==> config.mk <==
export PLATFORM = sky130hd
export DESIGN_NAME = countdown_timer
export DESIGN_NICKNAME = d
export VERILOG_FILES = /design/src/rtl/countdown_timer.sv
export SDC_FILE = /design/constraint.sdc
export NUM_CORES = 1
export LEC_CHECK = 0
export BUFFER_PORTS_ARGS = -buffer_cell sky130_fd_sc_hd__buf_2
export CORE_MARGIN = 1
export CORE_UTILIZATION = 40
export CTS_BUF_LIST = sky130_fd_sc_hd__clkbuf_16
export DETAILED_ROUTE_END_ITERATION = 10
export PLACE_DENSITY = 0.61
export SKIP_LAST_GASP = 1
export SYNTH_ARGS = -nofsm -noshare
export SYNTH_HDL_FRONTEND = slang
export SYNTH_SLANG_ARGS = --single-unit
==> constraint.sdc <==
create_clock -name i_Clk -period 3.1 [get_ports i_Clk]
set_input_delay 0.62 -clock i_Clk [delete_from_list [all_inputs] [get_ports i_Clk]]
set_output_delay 0.62 -clock i_Clk [all_outputs]
set_load 0.02 [all_outputs]
==> src/rtl/countdown_timer.sv <==
// countdown_timer: three-digit BCD countdown timer (00.0 to 99.9 s).
// In IDLE the preset is edited digit by digit with Sel/Up. Start runs the count
// down to zero, where the block enters DONE and raises the alarm.
// Optional feature macro: COUNTDOWN_BLINK_EN. When defined, the alarm blinks
// every 5 ticks in DONE. When undefined, the alarm is steady in DONE.
module countdown_timer #(
  parameter int LST_CLK = 100_000_000/10-1
) (
  input  logic       i_Clk,
  input  logic       i_Rst,
  input  logic       i_fStart,
  input  logic       i_fStop,
  input  logic       i_fSel,
  input  logic       i_fUp,
  output logic [6:0] o_Fnd0,
  output logic [6:0] o_Fnd1,
  output logic [6:0] o_Fnd2,
  output logic [2:0] o_Sel,
  output logic       o_Alarm,
  output logic [1:0] o_State
);

  typedef enum logic [1:0] {
    IDLE  = 2'b00,
    RUN   = 2'b01,
    PAUSE = 2'b10,
    DONE  = 2'b11
  } state_t;

  localparam logic [26:0] LAST_CNT = 27'(LST_CLK);

  state_t      state, state_next;
  logic        prev_start, prev_stop, prev_sel, prev_up;
  logic        press_start, press_stop, press_sel, press_up;
  logic [11:0] preset;
  logic [11:0] count;
  logic [11:0] disp;
  logic [26:0] presc;
  logic [1:0]  sel_idx;
  logic        tick;

  // Team FND decoder: BCD digit to segment pattern {g,f,e,d,c,b,a}, active high.
  function automatic logic [6:0] fnd(input logic [3:0] d);
    case (d)
      4'd0:    fnd = 7'h3F;
      4'd1:    fnd = 7'h06;
      4'd2:    fnd = 7'h5B;
      4'd3:    fnd = 7'h4F;
      4'd4:    fnd = 7'h66;
      4'd5:    fnd = 7'h6D;
      4'd6:    fnd = 7'h7D;
      4'd7:    fnd = 7'h07;
      4'd8:    fnd = 7'h7F;
      4'd9:    fnd = 7'h6F;
      default: fnd = 7'h00;
    endcase
  endfunction

  // Subtract one tenth from a three-digit BCD value, borrowing across digits.
  function automatic logic [11:0] bcd_dec(input logic [11:0] v);
    logic [11:0] r;
    r = v;
    if (v[3:0] != 4'd0) begin
      r[3:0] = v[3:0] - 4'd1;
    end else begin
      r[3:0] = 4'd9;
      if (v[7:4] != 4'd0) begin
        r[7:4] = v[7:4] - 4'd1;
      end else begin
        r[7:4]  = 4'd9;
        r[11:8] = v[11:8] - 4'd1;
      end
    end
    return r;
  endfunction

  function automatic logic [3:0] digit_inc(input logic [3:0] d);
    return (d == 4'd9) ? 4'd0 : d + 4'd1;
  endfunction

  assign press_start = prev_start & ~i_fStart;
  assign press_stop  = prev_stop  & ~i_fStop;
  assign press_sel   = prev_sel   & ~i_fSel;
  assign press_up    = prev_up    & ~i_fUp;
  assign tick        = (presc == LAST_CNT);

  // Remember last button levels so a press is one cycle wide however long it is held.
  always_ff @(posedge i_Clk or negedge i_Rst) begin
    if (!i_Rst) begin
      prev_start <= 1'b1;
      prev_stop  <= 1'b1;
      prev_sel   <= 1'b1;
      prev_up    <= 1'b1;
    end else begin
      prev_start <= i_fStart;
      prev_stop  <= i_fStop;
      prev_sel   <= i_fSel;
      prev_up    <= i_fUp;
    end
  end

  // State register.
  always_ff @(posedge i_Clk or negedge i_Rst) begin
    if (!i_Rst) state <= IDLE;
    else        state <= state_next;
  end

  // Next-state decision; Stop always wins over Start, and presses win over the tick.
  always_comb begin
    state_next = state;
    case (state)
      IDLE:    if (!press_stop && press_start && (preset != 12'h000)) state_next = RUN;
      RUN: begin
        if (press_stop)                        state_next = IDLE;
        else if (press_start)                  state_next = PAUSE;
        else if (tick && (count == 12'h001))   state_next = DONE;
      end
      PAUSE: begin
        if (press_stop)       state_next = IDLE;
        else if (press_start) state_next = RUN;
      end
      DONE:    if (press_start || press_stop) state_next = IDLE;
      default: state_next = IDLE;
    endcase
  end

  // Tick prescaler: cleared in IDLE, free-running in RUN, frozen while paused.
  always_ff @(posedge i_Clk or negedge i_Rst) begin
    if (!i_Rst) begin
      presc <= '0;
    end else begin
      case (state)
        IDLE:    presc <= '0;
        RUN:     presc <= tick ? '0 : presc + 27'd1;
`ifdef COUNTDOWN_BLINK_EN
        DONE:    presc <= tick ? '0 : presc + 27'd1;
`endif
        default: presc <= presc;
      endcase
    end
  end

  // Count loads the preset on Start and steps down one tenth per tick in RUN.
  always_ff @(posedge i_Clk or negedge i_Rst) begin
    if (!i_Rst) begin
      count <= '0;
    end else if ((state == IDLE) && (state_next == RUN)) begin
      count <= preset;
    end else if ((state == RUN) && tick && !press_start && !press_stop) begin
      count <= bcd_dec(count);
    end
  end

  // Preset editing in IDLE: Stop clears, Sel rotates the digit, Up bumps it.
  always_ff @(posedge i_Clk or negedge i_Rst) begin
    if (!i_Rst) begin
      preset  <= '0;
      sel_idx <= '0;
    end else if (state == IDLE) begin
      if (press_stop) begin
        preset  <= '0;
        sel_idx <= '0;
      end else if (press_sel) begin
        sel_idx <= (sel_idx == 2'd2) ? 2'd0 : sel_idx + 2'd1;
      end else if (press_up) begin
        case (sel_idx)
          2'd0:    preset[3:0]  <= digit_inc(preset[3:0]);
          2'd1:    preset[7:4]  <= digit_inc(preset[7:4]);
          default: preset[11:8] <= digit_inc(preset[11:8]);
        endcase
      end
    end
  end

`ifdef COUNTDOWN_BLINK_EN
  logic [2:0] blink_cnt;
  logic       alarm_q;

  // Alarm starts on at DONE entry and flips after every fifth tick spent in DONE.
  always_ff @(posedge i_Clk or negedge i_Rst) begin
    if (!i_Rst) begin
      blink_cnt <= '0;
      alarm_q   <= 1'b0;
    end else if ((state != DONE) && (state_next == DONE)) begin
      blink_cnt <= '0;
      alarm_q   <= 1'b1;
    end else if (state == DONE) begin
      if (tick) begin
        if (blink_cnt == 3'd4) begin
          blink_cnt <= '0;
          alarm_q   <= ~alarm_q;
        end else begin
          blink_cnt <= blink_cnt + 3'd1;
        end
      end
    end else begin
      blink_cnt <= '0;
      alarm_q   <= 1'b0;
    end
  end

  assign o_Alarm = alarm_q & (state == DONE);
`else
  assign o_Alarm = (state == DONE);
`endif

  // Displays show the preset while editing and the running count otherwise.
  always_comb begin
    disp    = (state == IDLE) ? preset : count;
    o_Fnd0  = fnd(disp[3:0]);
    o_Fnd1  = fnd(disp[7:4]);
    o_Fnd2  = fnd(disp[11:8]);
    o_Sel   = (state == IDLE) ? (3'b001 << sel_idx) : 3'b000;
    o_State = state;
  end

endmodule

==> flow_summary.toml, run 1 <==
[clock_tree]
clock-sinks = 59
clock_path_buffers = 2
cts.clk_slew.worst_paths_ns = 0.06
clkLatencyLatePin_ns = 0.33
cts-root-buf = "clkbuf_16"
cts-buffers-inserted = 9
cts_htree_levels = 3
cts_tree = "yes"

[job]
cap_violations = 0

[critical_path]
end_kind = "output pin"
crit_path_top_delay_cell = "nor2_1"
arrival_ns = 2.35
crit_chain = "nor2_1 -> a21boi_1 -> inv_1 -> nor2_1 -> o21ai_0 -> o21ai_0 -> buf_2"
required_ns = 2.48
cp-start-kind = "flop"
cp_slowest_stage_delay_ns = 0.46
crit_fanout = 7
path_class = "flop to output pin"

[grt]
grt_start_max_net_pins = 31
grt_use_total_pct = 19.79
overflow = 0
first_global_vias = 3468
grt_pass1_wl_um = 16400
antenna_found_initial = 0

[synth]
syn_area_per_cell_um2 = 8.439
ys_types = 53
synth_ff_type = "dfrtp_1"
syn_inst = 486
synth.area.mux_share_pct = 4.179
synth-seq-cells = 59
synth_compound_area_share_pct = 20.32
ys.warnings.count = 0
synth-edff-count = 0
synth_top_family_by_area = "simple AND/OR/NAND/NOR gates"
synth_nets = 522
synth_fa_ha_area_share_pct = 9.152
async_reset_ff_share_pct = 100.0
yosysSeqAreaShare_pct = 36.12
synth-simple-area-share_pct = 24.34
synth_xor_area_share_pct = 1.281
synth_area_um2 = 4101

[place]
place.gp.congestion = 0.8092
dp_hpwl_um = 7142
io_buffers = 32
dpl_cell_area_um2 = 4502

[detailed_routing]
drtAntennaViolNets = 0
detail_route.drc_violations = 0
dr.pass1.iters = 5
viasPerCell = 5.698
wl_per_cell_um = 15.00
wirelength_um = 9993
vias = 3795
first_iter_violations = 180

[power]
total_power_uw = 4539
ir_drop_v = 0.0007573
power_density_nw_per_um2 = 932.9
p_leak_uw = 0.002130

[sta]
clock.fmax_ghz = 0.3370
hold_viol_final = 0
min_period_ns = 2.967
post-route-period-util_pct = 95.72
finalClockSkew_ns = 0.005163
rsz0062_at_grt = "false"
setup_viol = 0
final_max_slew_viol_count = 0
relSlewSlack_pct = 50.99
worstMarginPinSlew_ns = 0.7295

[floorplan]
die_w_um = 103.3
dieArea_um2 = 10660
io_pins = 33
start_util_pct = 41.58
rows = 36
coreArea_um2 = 9864
die_y_um = 103.3

[layout]
layout-drive-gt1-share_pct = 15.57
nets = 564
antennaDiodeCount = 0
final_area_um2 = 4866
area_growth_pct = 18.64

[run_status]
status = "complete, no violations"

[min_path]
hold_path_class = "input port to asynchronous set/reset pin"
worst max-delay path: cells and delay by family (launching register included):
kind                   cells  cell delay [ns]
AOI/OAI and AO/OA          3             0.67
and+or+nand+nor            2             0.54
DFF                        1             0.42
buffers and inverters      2             0.39
where the power goes:
part | leakage (uW) | switching [uW] | internal, uW
sequential | 0.000770 | 258 | 931
combinational | 0.00119 | 1330 | 868
clock | 0.000165 | 368 | 783
Yosys cell counts (2+ instances only):
master | number | area share [%]
nor2_1 | 35 | 3.2
buf_1 | 2 | 0.18
nand4_1 | 10 | 1.5
nand3b_1 | 2 | 0.37
nor2b_1 | 10 | 1.5
o41ai_1 | 5 | 1.1
o211ai_1 | 4 | 0.73
nand2_1 | 45 | 4.1
o21a_1 | 3 | 0.55
o31ai_1 | 5 | 0.92
ha_1 | 30 | 9.2
nand3_1 | 22 | 2.7
dfstp_2 | 4 | 2.6
or3_1 | 10 | 1.5
nand4b_1 | 2 | 0.43
and2_1 | 2 | 0.31
and3_1 | 6 | 0.92
a22o_1 | 3 | 0.64
and4_1 | 3 | 0.64
dfrtp_1 | 55 | 34
buf_2 | 4 | 0.49
nor4b_1 | 3 | 0.64
nor3_1 | 13 | 1.6
o21ai_0 | 47 | 5.7
a21o_1 | 10 | 1.8
nand2b_1 | 8 | 1.2
a31oi_1 | 22 | 3.4
inv_1 | 26 | 2.4
mux2i_1 | 16 | 3.9
nor4_1 | 3 | 0.46
o22ai_1 | 2 | 0.31
xnor2_1 | 5 | 1.1
nor3b_1 | 2 | 0.37
clkbuf_1 | 16 | 1.5
or2_2 | 2 | 0.31
o211a_1 | 2 | 0.49
or4_1 | 8 | 1.5
a21oi_1 | 23 | 2.8
a2bb2oi_1 | 2 | 0.43
sequential cells by signal, indices dropped and copies added, names as in the netlist:
signal	flops
presc	27
count	12
preset	12
o_State	2
sel_idx	2
prev_sel	1
prev_start	1
prev_stop	1
prev_up	1
logic make-up (layout without fill, tap and decap cells):
logic type,Yosys count,count (layout)
buffers and inverters,49,96
xor gates and xnor gates,6,6
DFF,59,59
and+or+nand+nor,190,190
AOI/OAI and AO/OA,135,135
muxes,17,17
adders and majority gates,30,30
cell usage in the layout, fill, tap and decap left out, drive strengths merged, types with 3 or more instances in the layout:
cell type | netlist | final
dfrtp | 55 | 55
o41ai | 5 | 5
buf | 6 | 53
nand4 | 10 | 10
or4 | 9 | 9
and4 | 4 | 4
o21a | 3 | 3
and3 | 6 | 6
a21o | 10 | 10
nor3 | 13 | 13
o21ai | 47 | 47
bufinv | 0 | 3
or3 | 10 | 10
nand3 | 22 | 22
nor4 | 4 | 4
a31oi | 22 | 22
dfstp | 4 | 4
ha | 30 | 30
xnor2 | 5 | 5
a21oi | 23 | 23
clkbuf | 16 | 9
mux2i | 16 | 16
nor4b | 3 | 3
inv | 26 | 26
nor2b | 10 | 10
o31ai | 5 | 5
nor2 | 35 | 35
clkinv | 1 | 4
a22o | 3 | 3
o211ai | 4 | 4
nand2b | 8 | 8
nand2 | 45 | 45
worst paths after layout:
check / startpoint / end / slack [ns] / depth (start not counted)
setup / recovery: o_State[0]$_DFF_PN0_ / o_Fnd1[3] / 0.13 / 7
hold / removal: i_Rst / presc[23]$_DFFE_PN0P_ / 0.16 / 1
setup reg to reg: presc[13]$_DFFE_PN0P_ / count[7]$_DFFE_PN0P_ / 0.32 / 5
hold reg to reg: presc[25]$_DFFE_PN0P_ / presc[25]$_DFFE_PN0P_ / 0.52 / 1
max in group asynchronous: i_Rst / prev_stop$_DFF_PN1_ / 2.27 / 2
min in group i_Clk: i_fSel / prev_sel$_DFF_PN1_ / 0.40 / 1
layer usage:
layer | global-route usage, % | vias up | share of wire, %
li1 | - | 1850 | -
met1 | 25.26 | 1842 | 46
met2 | 32.97 | 86 | 48
met3 | 4.973 | 17 | 4.2
met4 | 6.176 | 0 | 1.8
met5 | 0 | - | 0
final cells by class:
class	instances	area, um^2
Sequential cell	59	1481
Clock buffer	9	225.2
Multi-Input combinational cell	378	2457
Fill cell	934	4999
Tap cell	133	166.4
Timing Repair Buffer	53	317.8
Clock inverter	7	116.4
Inverter	27	101.3
metrics by stage:
step	instances	TNS (ns)	hold WS (ns)	utilization, %	setup slack (ns)
floorplan	486	0	0.3244	-	0.03942
global placement	650	0	0.4964	45.64	0.3335
detailed placement	650	0	0.5083	45.64	0.2620
CTS	666	-0.003630	0.1599	49.14	-0.003630
global route	666	0	0.1647	49.33	0.01464
finish	666	0	0.1577	49.33	0.1326
what timing repair did:
item	CTS	global route
resized for setup	2	5
setup endpoints to repair	4	15
setup buffers	0	0
hold buffers	0	0
No activity file was read; power rests on OpenSTA's default activity.
==> run 2: changes to the inputs <==
--- a/config.mk
+++ b/config.mk
@@ -10,7 +10,9 @@
 export CORE_UTILIZATION = 40
 export CTS_BUF_LIST = sky130_fd_sc_hd__clkbuf_16
 export DETAILED_ROUTE_END_ITERATION = 10
+export MAX_ROUTING_LAYER = met4
 export PLACE_DENSITY = 0.61
+export RECOVER_POWER = 25
 export SKIP_LAST_GASP = 1
 export SYNTH_ARGS = -nofsm -noshare
 export SYNTH_HDL_FRONTEND = slang
==> run 2 against run 1 <==
Net effect: clock skew hardly changed; final cell count unchanged; die area is the same; worst hold slack better by 0.12 ns; sequential power about the same; maximum frequency hardly changed; global-route usage is 0.58 points higher; critical path depth unchanged; non-clock buffer count did not move; utilization fell by 0.10 points; critical endpoint unchanged.
==> flow_summary.toml, run 2 (synthesized netlist as in run 1, its figures left out) <==
[detailed_routing]
wirelength_um = 9971
vias = 3747
detail_route.drc_violations = 0
first_iter_violations = 173
dr.pass1.iters = 5
wl_per_cell_um = 14.97
drtAntennaViolNets = 0
viasPerCell = 5.626

[job]
cap_violations = 0

[sta]
hold_slack_ns = 0.2778
min_period_ns = 2.969
finalClockSkew_ns = 0.005352
rsz0062_at_grt = "false"
setup_viol = 0
hold_viol_final = 0
worstMarginPinSlew_ns = 1.407
final.setup.tns_ns = 0
setup_slack_ns = 0.1313
clock.fmax_ghz = 0.3368
final_max_slew_viol_count = 0
post-route-period-util_pct = 95.76
relSlewSlack_pct = 6.205

[layout]
multi_input_area_um2 = 2457
mostFrequentLayoutCells = "55 x dfrtp_1, 45 x nand2_1, 44 x o21ai_0, 35 x nor2_1, 30 x ha_1"
top_register = "presc"
reg_top3 = "presc (27), count (12), preset (12)"
nets = 564
num-fill-cells = 938
area_growth_pct = 18.40
regArea_um2 = 1481
layout-drive-gt1-share_pct = 14.45
layout_commonest_cell = "dfrtp_1"
largest_reg_flops = 27
antennaDiodeCount = 0

[clock_tree]
hold_buffers = 0
cts-buffers-inserted = 9
post_cts_buffers = 0
clkLatencyLatePin_ns = 0.33
cts_htree_levels = 3
cts-root-buf = "clkbuf_16"
clock_path_buffers = 2
cts.clk_slew.worst_paths_ns = 0.06
cts_tree = "yes"
clock-sinks = 59

[critical_path]
crit_chain = "nor2_1 -> a21boi_1 -> inv_1 -> nor2_1 -> o21ai_0 -> o21ai_0 -> buf_2"
crit_fanout = 7
cp_slowest_stage_delay_ns = 0.46
reg2reg_setup_slack_ns = 0.32
crit_path_top_delay_cell = "nor2_1"
required_ns = 2.48
ff2ff_path_depth = 5
startpoint = "o_State[0]$_DFF_PN0_"
r2r-start = "presc[13]$_DFFE_PN0P_"
reg2reg_to = "count[7]$_DFFE_PN0P_"
path_class = "flop to output pin"
cp-start-kind = "flop"
cp-endpoint = "o_Fnd1[3]"
end_kind = "output pin"
arrival_ns = 2.35

[grt]
grt_use_total_pct = 20.37
overflow = 0
antenna_found_initial = 0
first_global_vias = 3459
grt_pass1_wl_um = 16370
grt_start_max_net_pins = 31

[floorplan]
rows = 36
die_w_um = 103.3
die_y_um = 103.3
coreArea_um2 = 9864
io_pins = 33
start_util_pct = 41.58
dieArea_um2 = 10660

[place]
dp_hpwl_um = 7142
dpl_worst_slack_ns = 0.2620
io_buffers = 32
place.gp.congestion = 0.8211

[min_path]
hold_path_class = "input port to asynchronous set/reset pin"

[power]
ir_drop_v = 0.0007572
power_density_nw_per_um2 = 934.8
p_leak_uw = 0.002112

[run_status]
status = "complete, no violations"
[run 2: timing repair]
action                                  CTS  global route
pin swaps                                 0             0
gates resized for setup                   2             5
endpoints found under the setup margin    4            15
[run 2: cell type report]
type	count	share of cell area, %
tap	133	3.427
clock buffer	9	4.638
multi-input combinational	378	50.61
inverter	27	2.087
timing repair buffer	53	6.339
clock inverter	7	2.396
sequential	59	30.51
[run 2: layer usage]
metal	track usage (%)	wire, um	share of wire [%]	vias to the layer above
li1	-	-	-	1852
met1	25.22	4602	46	1819
met2	33.08	4845	49	61
met3	4.570	348	3.5	15
met4	6.501	175	1.8	0
met5	-	0	0	-
[run 2: how the worst min path moves through the flow]
| stage | startpoint | endpoint | cells past startpoint |
|---|---|---|---|
| global route | i_Rst | presc[23]$_DFFE_PN0P_ | 1 |
| floorplan | i_Rst | count[0]$_DFFE_PN0P_ | 0 |
| finish | i_Rst | presc[23]$_DFFE_PN0P_ | 1 |
| CTS | i_Rst | presc[23]$_DFFE_PN0P_ | 1 |
| global placement | i_Rst | presc[24]$_DFFE_PN0P_ | 1 |
| detailed placement | i_Rst | presc[23]$_DFFE_PN0P_ | 1 |
[run 2: critical path, delay by kind of cell, from the launching register on]
family          cells  cell delay [ns]
simple gates        2             0.54
buf+inv             2             0.39
flops               1             0.42
compound gates      3             0.67
[run 2: power by group]
part | internal [uW] | switching [uW]
Sequential | 931 | 259
Combinational | 866 | 1330
Clock | 783 | 368
Total | 2580 | 1960
[run 2: through the flow]
| step | total power, uW | util (%) | instance area, um^2 | instances |
|---|---|---|---|---|
| 2_1_floorplan | 2691 | - | 4105 | 486 |
| 3_3_place_gp | 3318 | 45.64 | 4502 | 650 |
| 3_5_place_dp | 3373 | 45.64 | 4502 | 650 |
| 4_1_cts | 4550 | 49.14 | 4847 | 666 |
| 5_1_grt | 4873 | 49.23 | 4856 | 666 |
| 6_report | 4539 | 49.23 | 4856 | 666 |
==> run 3: changes to the inputs <==
--- a/config.mk
+++ b/config.mk
@@ -7,11 +7,12 @@
 export LEC_CHECK = 0
 export BUFFER_PORTS_ARGS = -buffer_cell sky130_fd_sc_hd__buf_2
 export CORE_MARGIN = 1
-export CORE_UTILIZATION = 40
+export CORE_UTILIZATION = 30
 export CTS_BUF_LIST = sky130_fd_sc_hd__clkbuf_16
 export DETAILED_ROUTE_END_ITERATION = 10
+export GPL_TIMING_DRIVEN = 0
 export MAX_ROUTING_LAYER = met4
-export PLACE_DENSITY = 0.61
+export PLACE_DENSITY = 0.5
 export RECOVER_POWER = 25
 export SKIP_LAST_GASP = 1
 export SYNTH_ARGS = -nofsm -noshare
==> run 3 against run 2 <==
Net effect: the run now ends with max-capacitance violations, max-slew violations left; worst hold slack better by 0.11 ns; clock power is 25% lower; critical path depth is 2 higher; final cell count is 6.9% higher; first-iteration DRC count is 59% higher; cell area hardly changed; die area is 33% higher; clock-buffer cell count stayed put; non-clock buffer count is 3 higher; sequential cell count stayed put; global-route usage is 3.4 points lower; sequential share of layout area hardly changed; critical path type unchanged; highest routed layer unchanged.
==> flow_summary.toml, run 3 (synthesized netlist as in run 1, its figures left out) <==
[clock_tree]
hold_buffers = 0
clkLatencyLatePin_ns = 0.34
cts.clk_slew.worst_paths_ns = 0.05
clock-sinks = 59
cts-root-buf = "clkbuf_16"
clock_path_buffers = 2
cts_tree = "yes"
cts_htree_levels = 3
cts-buffers-inserted = 9

[critical_path]
ff2ff_path_depth = 7
path_class = "flop to output pin"
arrival_ns = 2.35
end_kind = "output pin"
required_ns = 2.48
cp-endpoint = "o_Fnd0[5]"
startpoint = "o_State[1]$_DFF_PN0_"
crit_fanout = 10
reg2reg_setup_slack_ns = 0.27
cp-start-kind = "flop"
r2r-start = "presc[0]$_DFFE_PN0P_"
reg2reg_to = "count[7]$_DFFE_PN0P_"

[layout]
largest_reg_flops = 27
mostFrequentLayoutCells = "54 x dfrtp_1, 45 x nand2_1, 42 x o21ai_0, 35 x nor2_1, 33 x buf_2"
layout_commonest_cell = "dfrtp_1"
layout-drive-gt1-share_pct = 13.81
fin_cells = 712
antennaDiodeCount = 0
top_register = "presc"
reg_top3 = "presc (27), count (12), preset (12)"
nets = 567
area_growth_pct = 18.46

[grt]
grt_use_total_pct = 16.97
overflow = 0
grt_start_max_net_pins = 60
first_global_vias = 3467
grt_pass1_wl_um = 18060
antenna_found_initial = 0

[sta]
relSlewSlack_pct = -4.977
setup_viol = 0
rsz0062_at_grt = "true"
setup_slack_ns = 0.1275
final_max_slew_viol_count = 60
clock.fmax_ghz = 0.3364
worstMarginPinSlew_ns = 1.575
post-route-period-util_pct = 95.89
min_period_ns = 2.972
hold_viol_final = 0
finalClockSkew_ns = 0.006557
final.setup.tns_ns = 0

[job]
cap_violations = 1

[power]
p_leak_uw = 0.002078
ir_drop_v = 0.0008396
power_density_nw_per_um2 = 888.3
p_switching_uw = 1984
seqPwrFrac_pct = 27.2
p_int_uw = 2331
p_comb_share_pct = 52.8
p_clk_share_pct = 20.0
switching_share_pct = 45.98

[floorplan]
die_y_um = 118.9
coreArea_um2 = 13300
rows = 42
io_pins = 33
start_util_pct = 30.85
dieArea_um2 = 14140
die_w_um = 118.9

[place]
dp_cells = 694
place.gp.congestion = 0.7846
io_buffers = 32
dpl_worst_slack_ns = -0.6125
dp_hpwl_um = 7506

[detailed_routing]
vias = 3785
wirelength_um = 10860
drtAntennaViolNets = 0
detail_route.drc_violations = 0
viasPerCell = 5.316
dr.pass1.iters = 5
wl_per_cell_um = 15.25
first_iter_violations = 275

[min_path]
hold_path_class = "input port to flop"

[run_status]
status = "finished with violations"
failed_checks = "max-capacitance violations, max-slew violations"
[run 3: timing repair]
item / in CTS / in global routing
pin swaps: 0 / 1
setup buffers: 0 / 4
cloned: 0 / 0
gates resized for setup: 17 / 12
setup endpoints to repair: 34 / 30
[run 3: worst min path at each step]
| stage | slack [ns] | from | endpoint | depth (start not counted) |
|---|---|---|---|---|
| finish | 0.39 | i_fStop | prev_stop$_DFF_PN1_ | 1 |
| global route | 0.39 | i_fSel | prev_sel$_DFF_PN1_ | 1 |
| floorplan | 0.32 | i_Rst | count[0]$_DFFE_PN0P_ | 0 |
| CTS | 0.38 | i_fUp | prev_up$_DFF_PN1_ | 1 |
| global placement | 0.52 | presc[25]$_DFFE_PN0P_ | presc[25]$_DFFE_PN0P_ | 1 |
| detailed placement | 0.54 | presc[6]$_DFFE_PN0P_ | presc[6]$_DFFE_PN0P_ | 2 |
[run 3: critical path: stages, from the launching register on]
cell	delay (ns)
dfrtp_2	0.47
or2_4	0.33
buf_4	0.22
o21ai_2	0.18
inv_1	0.12
ha_1	0.21
nand2_1	0.06
o21ai_0	0.08
a21o_1	0.18
buf_2	0.15
[run 3: metal layers]
layer | vias to the layer above | part of all wire, % | GRT usage (%)
li1 | 1874 | - | -
met1 | 1831 | 50 | 23.16
met2 | 68 | 44 | 24.38
met3 | 12 | 4.4 | 3.496
met4 | 0 | 1.7 | 6.883
met5 | - | 0 | -
[run 3: area by class of cell]
type                            instances  area [um^2]
Buffer                                 20        87.58
Clock buffer                            9        225.2
Clock inverter                          7        26.28
Fill cell                            1365         8437
Inverter                               27        101.3
Multi-Input combinational cell        378         2515
Sequential cell                        59         1483
Tap cell                              176        220.2
Timing Repair Buffer                   36        200.2
[run 3: metrics by stage]
step / total power [uW] / util [%] / hold WS [ns] / instance area [um^2]
finish: 4316 / 36.54 / 0.3874 / 4858
detailed placement: 3338 / 33.76 / 0.5385 / 4488
floorplan: 2691 / - / 0.3244 / 4105
CTS: 4274 / 35.88 / 0.3801 / 4771
global route: 4692 / 36.54 / 0.3853 / 4858
global placement: 3302 / 33.74 / 0.5186 / 4486
[run 3: power by group through the flow]
stage          Sequential [uW]  Clock, uW  Combinational [uW]
2_1_floorplan             1090          0                1600
3_3_place_gp              1160          0                2140
3_5_place_dp              1160          0                2180
4_1_cts                   1160        889                2220
5_1_grt                   1210        921                2560
6_report                  1180        862                2280
